### src/rtl/uart_pkg.sv
// Shared UART constants and types used by the receive-side FIFO and its storage.
package uart_pkg;

    localparam int UART_DATA_W                = 8;
    localparam int UART_RX_FIFO_DEPTH_DEFAULT = 16;

    typedef logic [UART_DATA_W-1:0] uart_byte_t;

    // Status flags gathered in one place so checkers can bind to a single signal.
    typedef struct packed {
        logic full;
        logic empty;
        logic overrun;
        logic irq;
    } rx_fifo_status_t;

endpackage

### src/rtl/uart_fifo_mem.sv
// DEPTH x 8 storage: one synchronous write port, one asynchronous read port, no reset.
module uart_fifo_mem
    import uart_pkg::*;
#(
    parameter int DEPTH = UART_RX_FIFO_DEPTH_DEFAULT,
    parameter int AW    = $clog2(DEPTH)
) (
    input  logic          i_clk,
    input  logic          i_we,
    input  logic [AW-1:0] i_waddr,
    input  uart_byte_t    i_wdata,
    input  logic [AW-1:0] i_raddr,
    output uart_byte_t    o_rdata
);

    uart_byte_t mem_q [DEPTH];

    always_ff @(posedge i_clk) begin
        if (i_we) begin
            mem_q[i_waddr] <= i_wdata;
        end
    end

    // Show-ahead read: the head entry is visible combinationally.
    assign o_rdata = mem_q[i_raddr];

endmodule

### src/rtl/uart_rx_fifo.sv
// Receive FIFO between a UART receiver and a byte consumer, with sticky overrun
// flag and a level interrupt on fill threshold or overrun.
module uart_rx_fifo
    import uart_pkg::*;
#(
    parameter int DEPTH  = UART_RX_FIFO_DEPTH_DEFAULT,
    parameter int THRESH = 8
) (
    input  logic                     i_clk,
    input  logic                     i_rst_n,
    input  logic [UART_DATA_W-1:0]   i_data,
    input  logic                     i_data_valid,
    output logic [UART_DATA_W-1:0]   o_data,
    output logic                     o_valid,
    input  logic                     i_ready,
    output logic [$clog2(DEPTH):0]   o_count,
    output logic                     o_full,
    output logic                     o_empty,
    output logic                     o_overrun,
    input  logic                     i_clr_overrun,
    output logic                     o_irq
);

    localparam int PW = $clog2(DEPTH);
    localparam int CW = PW + 1;

    logic [PW-1:0]   wr_ptr_q, wr_ptr_d;
    logic [PW-1:0]   rd_ptr_q, rd_ptr_d;
    logic [CW-1:0]   count_q, count_d;
    logic            overrun_q, overrun_d;
    logic            push, pop, overrun_evt;
    logic            full, empty;
    rx_fifo_status_t status;

    assign full  = (count_q == CW'(DEPTH));
    assign empty = (count_q == '0);

    // Handshake: the head byte transfers on any cycle with o_valid && i_ready.
    // The producer side has no back-pressure; i_data_valid is a strobe and a
    // byte offered while full is dropped unless a pop frees a slot that cycle.
    assign pop         = ~empty & i_ready;
    assign push        = i_data_valid & (~full | pop);
    assign overrun_evt = i_data_valid & full & ~pop;

    always_comb begin
        wr_ptr_d  = wr_ptr_q;
        rd_ptr_d  = rd_ptr_q;
        count_d   = count_q;
        overrun_d = overrun_q;

        if (push) begin
            wr_ptr_d = wr_ptr_q + PW'(1);
        end
        if (pop) begin
            rd_ptr_d = rd_ptr_q + PW'(1);
        end

        case ({push, pop})
            2'b10:   count_d = count_q + CW'(1);
            2'b01:   count_d = count_q - CW'(1);
            default: count_d = count_q;
        endcase

        // A fresh drop outranks a clear arriving in the same cycle.
        if (overrun_evt) begin
            overrun_d = 1'b1;
        end else if (i_clr_overrun) begin
            overrun_d = 1'b0;
        end
    end

    always_ff @(posedge i_clk or negedge i_rst_n) begin
        if (!i_rst_n) begin
            wr_ptr_q  <= '0;
            rd_ptr_q  <= '0;
            count_q   <= '0;
            overrun_q <= 1'b0;
        end else begin
            wr_ptr_q  <= wr_ptr_d;
            rd_ptr_q  <= rd_ptr_d;
            count_q   <= count_d;
            overrun_q <= overrun_d;
        end
    end

    uart_fifo_mem #(
        .DEPTH (DEPTH),
        .AW    (PW)
    ) u_mem (
        .i_clk   (i_clk),
        .i_we    (push),
        .i_waddr (wr_ptr_q),
        .i_wdata (i_data),
        .i_raddr (rd_ptr_q),
        .o_rdata (o_data)
    );

    assign status.full    = full;
    assign status.empty   = empty;
    assign status.overrun = overrun_q;
    assign status.irq     = (count_q >= CW'(THRESH)) | overrun_q;

    assign o_count   = count_q;
    assign o_full    = status.full;
    assign o_empty   = status.empty;
    assign o_valid   = ~status.empty;
    assign o_overrun = status.overrun;
    assign o_irq     = status.irq;

endmodule

### config.mk
export PLATFORM = sky130hd
export DESIGN_NAME = uart_rx_fifo
export DESIGN_NICKNAME = d
export VERILOG_FILES = /design/src/rtl/uart_pkg.sv /design/src/rtl/uart_fifo_mem.sv /design/src/rtl/uart_rx_fifo.sv
export SDC_FILE = /design/constraint.sdc
export NUM_CORES = 1
export LEC_CHECK = 0
export CORE_UTILIZATION = 55
export CTS_CLUSTER_SIZE = 14
export DETAILED_ROUTE_END_ITERATION = 16
export GPL_ROUTABILITY_DRIVEN = 0
export PLACE_DENSITY = 0.74
export SLEW_MARGIN = 20
export SYNTH_ARGS = -nofsm -noshare
export SYNTH_HDL_FRONTEND = slang
export SYNTH_SLANG_ARGS = --single-unit
### constraint.sdc
create_clock -name i_clk -period 3.8 [get_ports i_clk]
set_clock_uncertainty 0.05 [all_clocks]
set_input_delay 0.76 -clock i_clk [delete_from_list [all_inputs] [get_ports i_clk]]
set_output_delay 0.76 -clock i_clk [all_outputs]
set_load 0.05 [all_outputs]
* Word level (Yosys, flattened, before mapping) *
Memory sizes are Yosys's and may differ from the RTL's.
Cells that the tools add are included.

operators by class
  equality and inequality tests = 3
  $add $sub $neg = 4
  order comparisons = 1
  bitwise gates (word level) = 9
  reductions and logical operators = 3
  multiplexer cells = 5

operator list
  cell                                                                                  number
  5-bit case mux with 2 select lines                                                    1
  4-bit by 1-bit adder with 4-bit output (second input constant)                        2
  5-bit by 1-bit adder with 5-bit output (second input constant)                        1
  5-bit == test (second input constant)                                                 1
  5-bit by 4-bit greater-or-equal comparator with 1-bit output (second input constant)  1
  5-bit zero test                                                                       1
  5-bit by 1-bit subtractor with 5-bit output (second input constant)                   1
  1-bit bitwise AND                                                                     4
  1-bit two-way mux                                                                     4
  2-bit nonzero test                                                                    2
  1-bit inverter                                                                        3
  2-bit by 1-bit == test with 1-bit output (second input constant)                      1
  2-bit == test (second input constant)                                                 1
  1-bit OR                                                                              2

word-level totals
  output and inout port bits = 18
  flip-flop bits (word level) = 14
  memories = 1
  logic and storage cells = 30
  input bits = 13
  memory bits (writable) = 128

memory list
  name         words  width  read ports  clocked after memory_dff  write ports  RTL line             RTL
  u_mem.mem_q  16     8      1           0                         1            uart_fifo_mem.sv:16  uart_byte_t mem_q [DEPTH];

* Depth between registers and ports, before layout *
  depth after elaboration = 7
  depth in mapped cells = 11
  gate-level depth less buffers = 10

* By module *
From an unflattened synthesis, not the netlist that was laid out.

second synthesis, totals
  cell total of the unflattened synthesis = 299
  area, all modules = 5,850.6 um2

by module, submodules not included
  module         times used  cells an instance  area each (um2)  sequential area each (um2)
  uart_fifo_mem  1           221                4,987.3          3,843.7
  uart_rx_fifo   1           78                 863.3            350.3

* Worst setup path after synthesis *
No wires, ideal clock.

  path type = flip-flop to flip-flop
  start = reg count_q[1] (netlist: o_count[1])
  end = reg count_q[4] (netlist: o_count[4])
  clock period less this slack = 3.388 ns
  arrival time = 3.214 ns
  stages on the path, launching flop included = 11
  path buffers = 1
  data required time = 3.626 ns
  path slack = 0.412 ns
  setup time = 0.124 ns
  cells stage by stage = dfrtp_1 nor4_4 nand2b_1 clkbuf_1 nand2_1 inv_1 ha_1 a21o_1 a21oi_1 mux2_2 a211o_1

on the way
  cells in the longest elaborated chain, start to end = 7
  elaborated cells between the ends (all ways) = 13
  those cells by class = 2 x add/sub; 3 x eq/ne; 1 x mux; 5 x bitwise; 2 x reduce/logical

ends and longest elaborated chain
  item                                                                       RTL line            RTL
  from (decl)                                                                uart_rx_fifo.sv:29  logic [CW-1:0] count_q, count_d;
  from (signal assigned)                                                     uart_rx_fifo.sv:81  count_q <= count_d;
  5-bit zero test (*)                                                        uart_rx_fifo.sv:36  assign empty = (count_q == '0);
  1-bit inverter (*)                                                         n/a
  via o_valid                                                                uart_rx_fifo.sv:14  output logic o_valid,
  1-bit bitwise AND (*)                                                      uart_rx_fifo.sv:41  assign pop = ~empty & i_ready;
  1-bit OR                                                                   uart_rx_fifo.sv:42  assign push = i_data_valid & (~full | pop);
  1-bit bitwise AND                                                          uart_rx_fifo.sv:42
  2-bit by 1-bit == test with 1-bit output or 2-bit == test (tied branches)  uart_rx_fifo.sv:58  case ({push, pop})
  5-bit case mux with 2 select lines or 2-bit nonzero test (tied branches)   n/a

The timed path passes the listed nets; every way through them passes the cells marked *.
A chain may end at the register's enable or synchronous reset.

* Worst setup path after layout *
  start = reg rd_ptr_q[0]
  end = out o_data[6]

on the way
  cells in the longest elaborated chain, start to end = 1

ends and longest elaborated chain
  item                    RTL line            RTL
  from (decl)             uart_rx_fifo.sv:28  logic [PW-1:0] rd_ptr_q, rd_ptr_d;
  from (signal assigned)  uart_rx_fifo.sv:80  rd_ptr_q <= rd_ptr_d;
  memory read 16 x 8 bit  n/a
  to (decl)               uart_rx_fifo.sv:13  output logic [UART_DATA_W-1:0] o_data,

No other way between the ends.

==> results.ini <==
[clock_tree]
clock_sink_count = 142
postCtsSetupBuffers = 0
clkTransAtPathRegs_ns = 0.06
clk_latency_ns = 0.52
cts_tree = done
htreeDepth = 4
cts_buffers = 17
ctsHoldBuffers = 0
clk_path_buf_depth = 2
cts_resized = 0
clockRootBuffer = clkbuf_8

[critical_path]
timing.rr.start = o_count[1]
path_class = reg2out
crit_path_max_fanout = 11
reg2reg_depth = 9
required_ns = 2.99
end_kind = primary output
cp.depth = 3
path_cells = mux4_1 > mux4_2 > clkdlybuf4s50_1
critPathSlowestCell = clkdlybuf4s50_1
max_stage_delay_ns = 0.71
worst-path-buf-inv = 1
cp_data_arrival_time_ns = 2.85
crit_path_start_kind = register
crit_start = rd_ptr_q[0]
critPathTopFamily = multiplexers

[sta]
rsz0062_at_grt = false
max_slew_margin = 0.548
slew_viol_final = 0
tns_ns = 0
setup_viol = 0
worst_pin_slew_ns = 0.677
period_share = 0.962
fin_crit_ns = 3.66
hold_viol = 0
max_freq_ghz = 0.273
worst_slack_ns = 0.144

[global_routing]
grt_pass1_wl_microns = 18000
antenna_found_initial = 0
grt.total_usage = 0.232
grt_pass1_vias = 3087
grt_max_degree = 17
grt_overflow_total = 0

[placement]
place_ws_ns = 0.464
port-buffer-count = 30
dp_hpwl_microns = 7400
place_area_sq_um = 6530

[finish]
syn2layout_area_growth_pct = 19.1
drive_gt1_frac = 0.206
stdcell_area_sq_um = 7130
diodes = 0
num-nets-final = 384
layout_common_cells = edfxtp_1 (128), buf_4 (31), mux4_1 (30)
final_common_cell = edfxtp_1

[die]
die_w_microns = 106
start_util = 0.572
io_pins = 31
rows = 37
coreArea_sq_um = 10500
dieHeight_microns = 106
die_area_sq_um = 11300

[yosys]
ys_seq_area_frac = 0.700
ys_top_cells_by_area = edfxtp_1 (64%), mux4_1 (13%), dfrtp_1 (5.9%)
ys.flop_type = edfxtp_1
synthArstFlopShare = 0.0986
syn_inst = 306
synth-edff-count = 128
syn-cell-area_sq_um = 5990
ys.warnings.count = 0
yosysUniqueCellTypes = 36
syn_area_per_cell_sq_um = 19.6
synth-seq-cells = 142
syn-num-nets = 328
yosys.area.top_type = edfxtp_1
netlist.area_leader.share = 0.642

[power_and_ir_drop]
irDropWorstVdd_uv = 577
p_sw_uw = 2000
power_density_nw_per_um2 = 822
total_power_uw = 5860
combinationalPowerShare = 0.350
internal-power_uw = 3860
leakage_uw = 0.00257
p_sw_frac = 0.341
seqPwrFrac = 0.363
p_clk_frac = 0.287

[detailed_routing]
dr.pass1.iters = 5
vias = 3059
route.detailed.drc = 0
wl_per_cell_microns = 23.2
drt_iter0_markers = 268
viasPerCell = 6.00
routed_wl_microns = 11800
final_antenna_net_count = 0

[worst_hold_path]
whs_path_depth = 2
worstHoldStart = o_overrun
hold_class = reg2reg

[flow_run]
cap_violations = 0

[status]
status = complete, no violations

[state kept, by name, summed over array words and instances, names as in the netlist]
signal       flops
o_count          5
o_overrun        1
rd_ptr_q         4
u_mem.mem_q    128
wr_ptr_q         4
[cells by family after synthesis]
group / synth area share
buf+inv: 0.0226
xor+xnor: 0.0146
compound gates: 0.0251
mux: 0.176
fa+ha+maj: 0.0201
flops: 0.700
simple gates: 0.0410
[synthesized netlist by cell type (3+ instances only)]
cell and count:
a21o_1 3, a21oi_1 5, buf_6 3, clkbuf_1 11, dfrtp_1 14, edfxtp_1 128, ha_1 8, inv_1 10
mux4_1 30, mux4_2 10, nand2_1 19, nand2b_1 4, nand3_1 3, nor2_1 15, nor3_1 5, o21ai_0 4
xnor2_1 9
[worst register-to-register path: stages, from the launching register on]
cell and delay (ns):
dfrtp_1 0.46, nor4_4 0.32, nand2b_1 0.24, nand2_1 0.20, inv_1 0.10, ha_1 0.33, a21o_1 0.17, a21oi_1 0.27
mux2_2 0.37, a211o_1 0.29
[metrics by stage]
stage          instances   util  hold slack, ns
2_1_floorplan        306      -           0.414
3_3_place_gp         479  0.624           0.486
3_5_place_dp         479  0.624           0.510
4_1_cts              510  0.682           0.518
5_1_grt              510  0.682           0.546
6_report             510  0.682           0.510
[routing by layer]
layer  track usage  part of all wire  vias up
li1              -                 -     1356
met1         0.324              0.43     1570
met2         0.350              0.48      116
met3        0.0699             0.075       17
met4        0.0794             0.013        0
met5             0                 0        -
[final cells by class]
class | count | area [sq um]
fillers | 672 | 3330
clock inverters | 14 | 193
inverters | 10 | 37.5
repair buffers | 54 | 463
well taps | 136 | 170
flip-flops and latches | 142 | 4200
clock buffers | 17 | 414
multi-input cells | 137 | 1660
[worst paths after layout]
kind | to | slack (ns)
hold / removal | o_overrun | 0.51
min in group asynchronous | o_overrun | 0.60
hold reg to reg | o_overrun | 0.51
setup / recovery | o_data[6] | 0.14
max in group asynchronous | rd_ptr_q[0] | 2.62
setup reg to reg | o_count[4] | 0.89
[power by group through the flow]
stage,clock network (uW),registers [uW],logic (uW)
finish,1680,2130,2050
global route,1780,2160,2170
CTS,1710,2130,2070
detailed placement,0,2160,2060
global placement,0,2150,2020
floorplan,0,2120,1500
No activity file was read; power rests on OpenSTA's default activity.
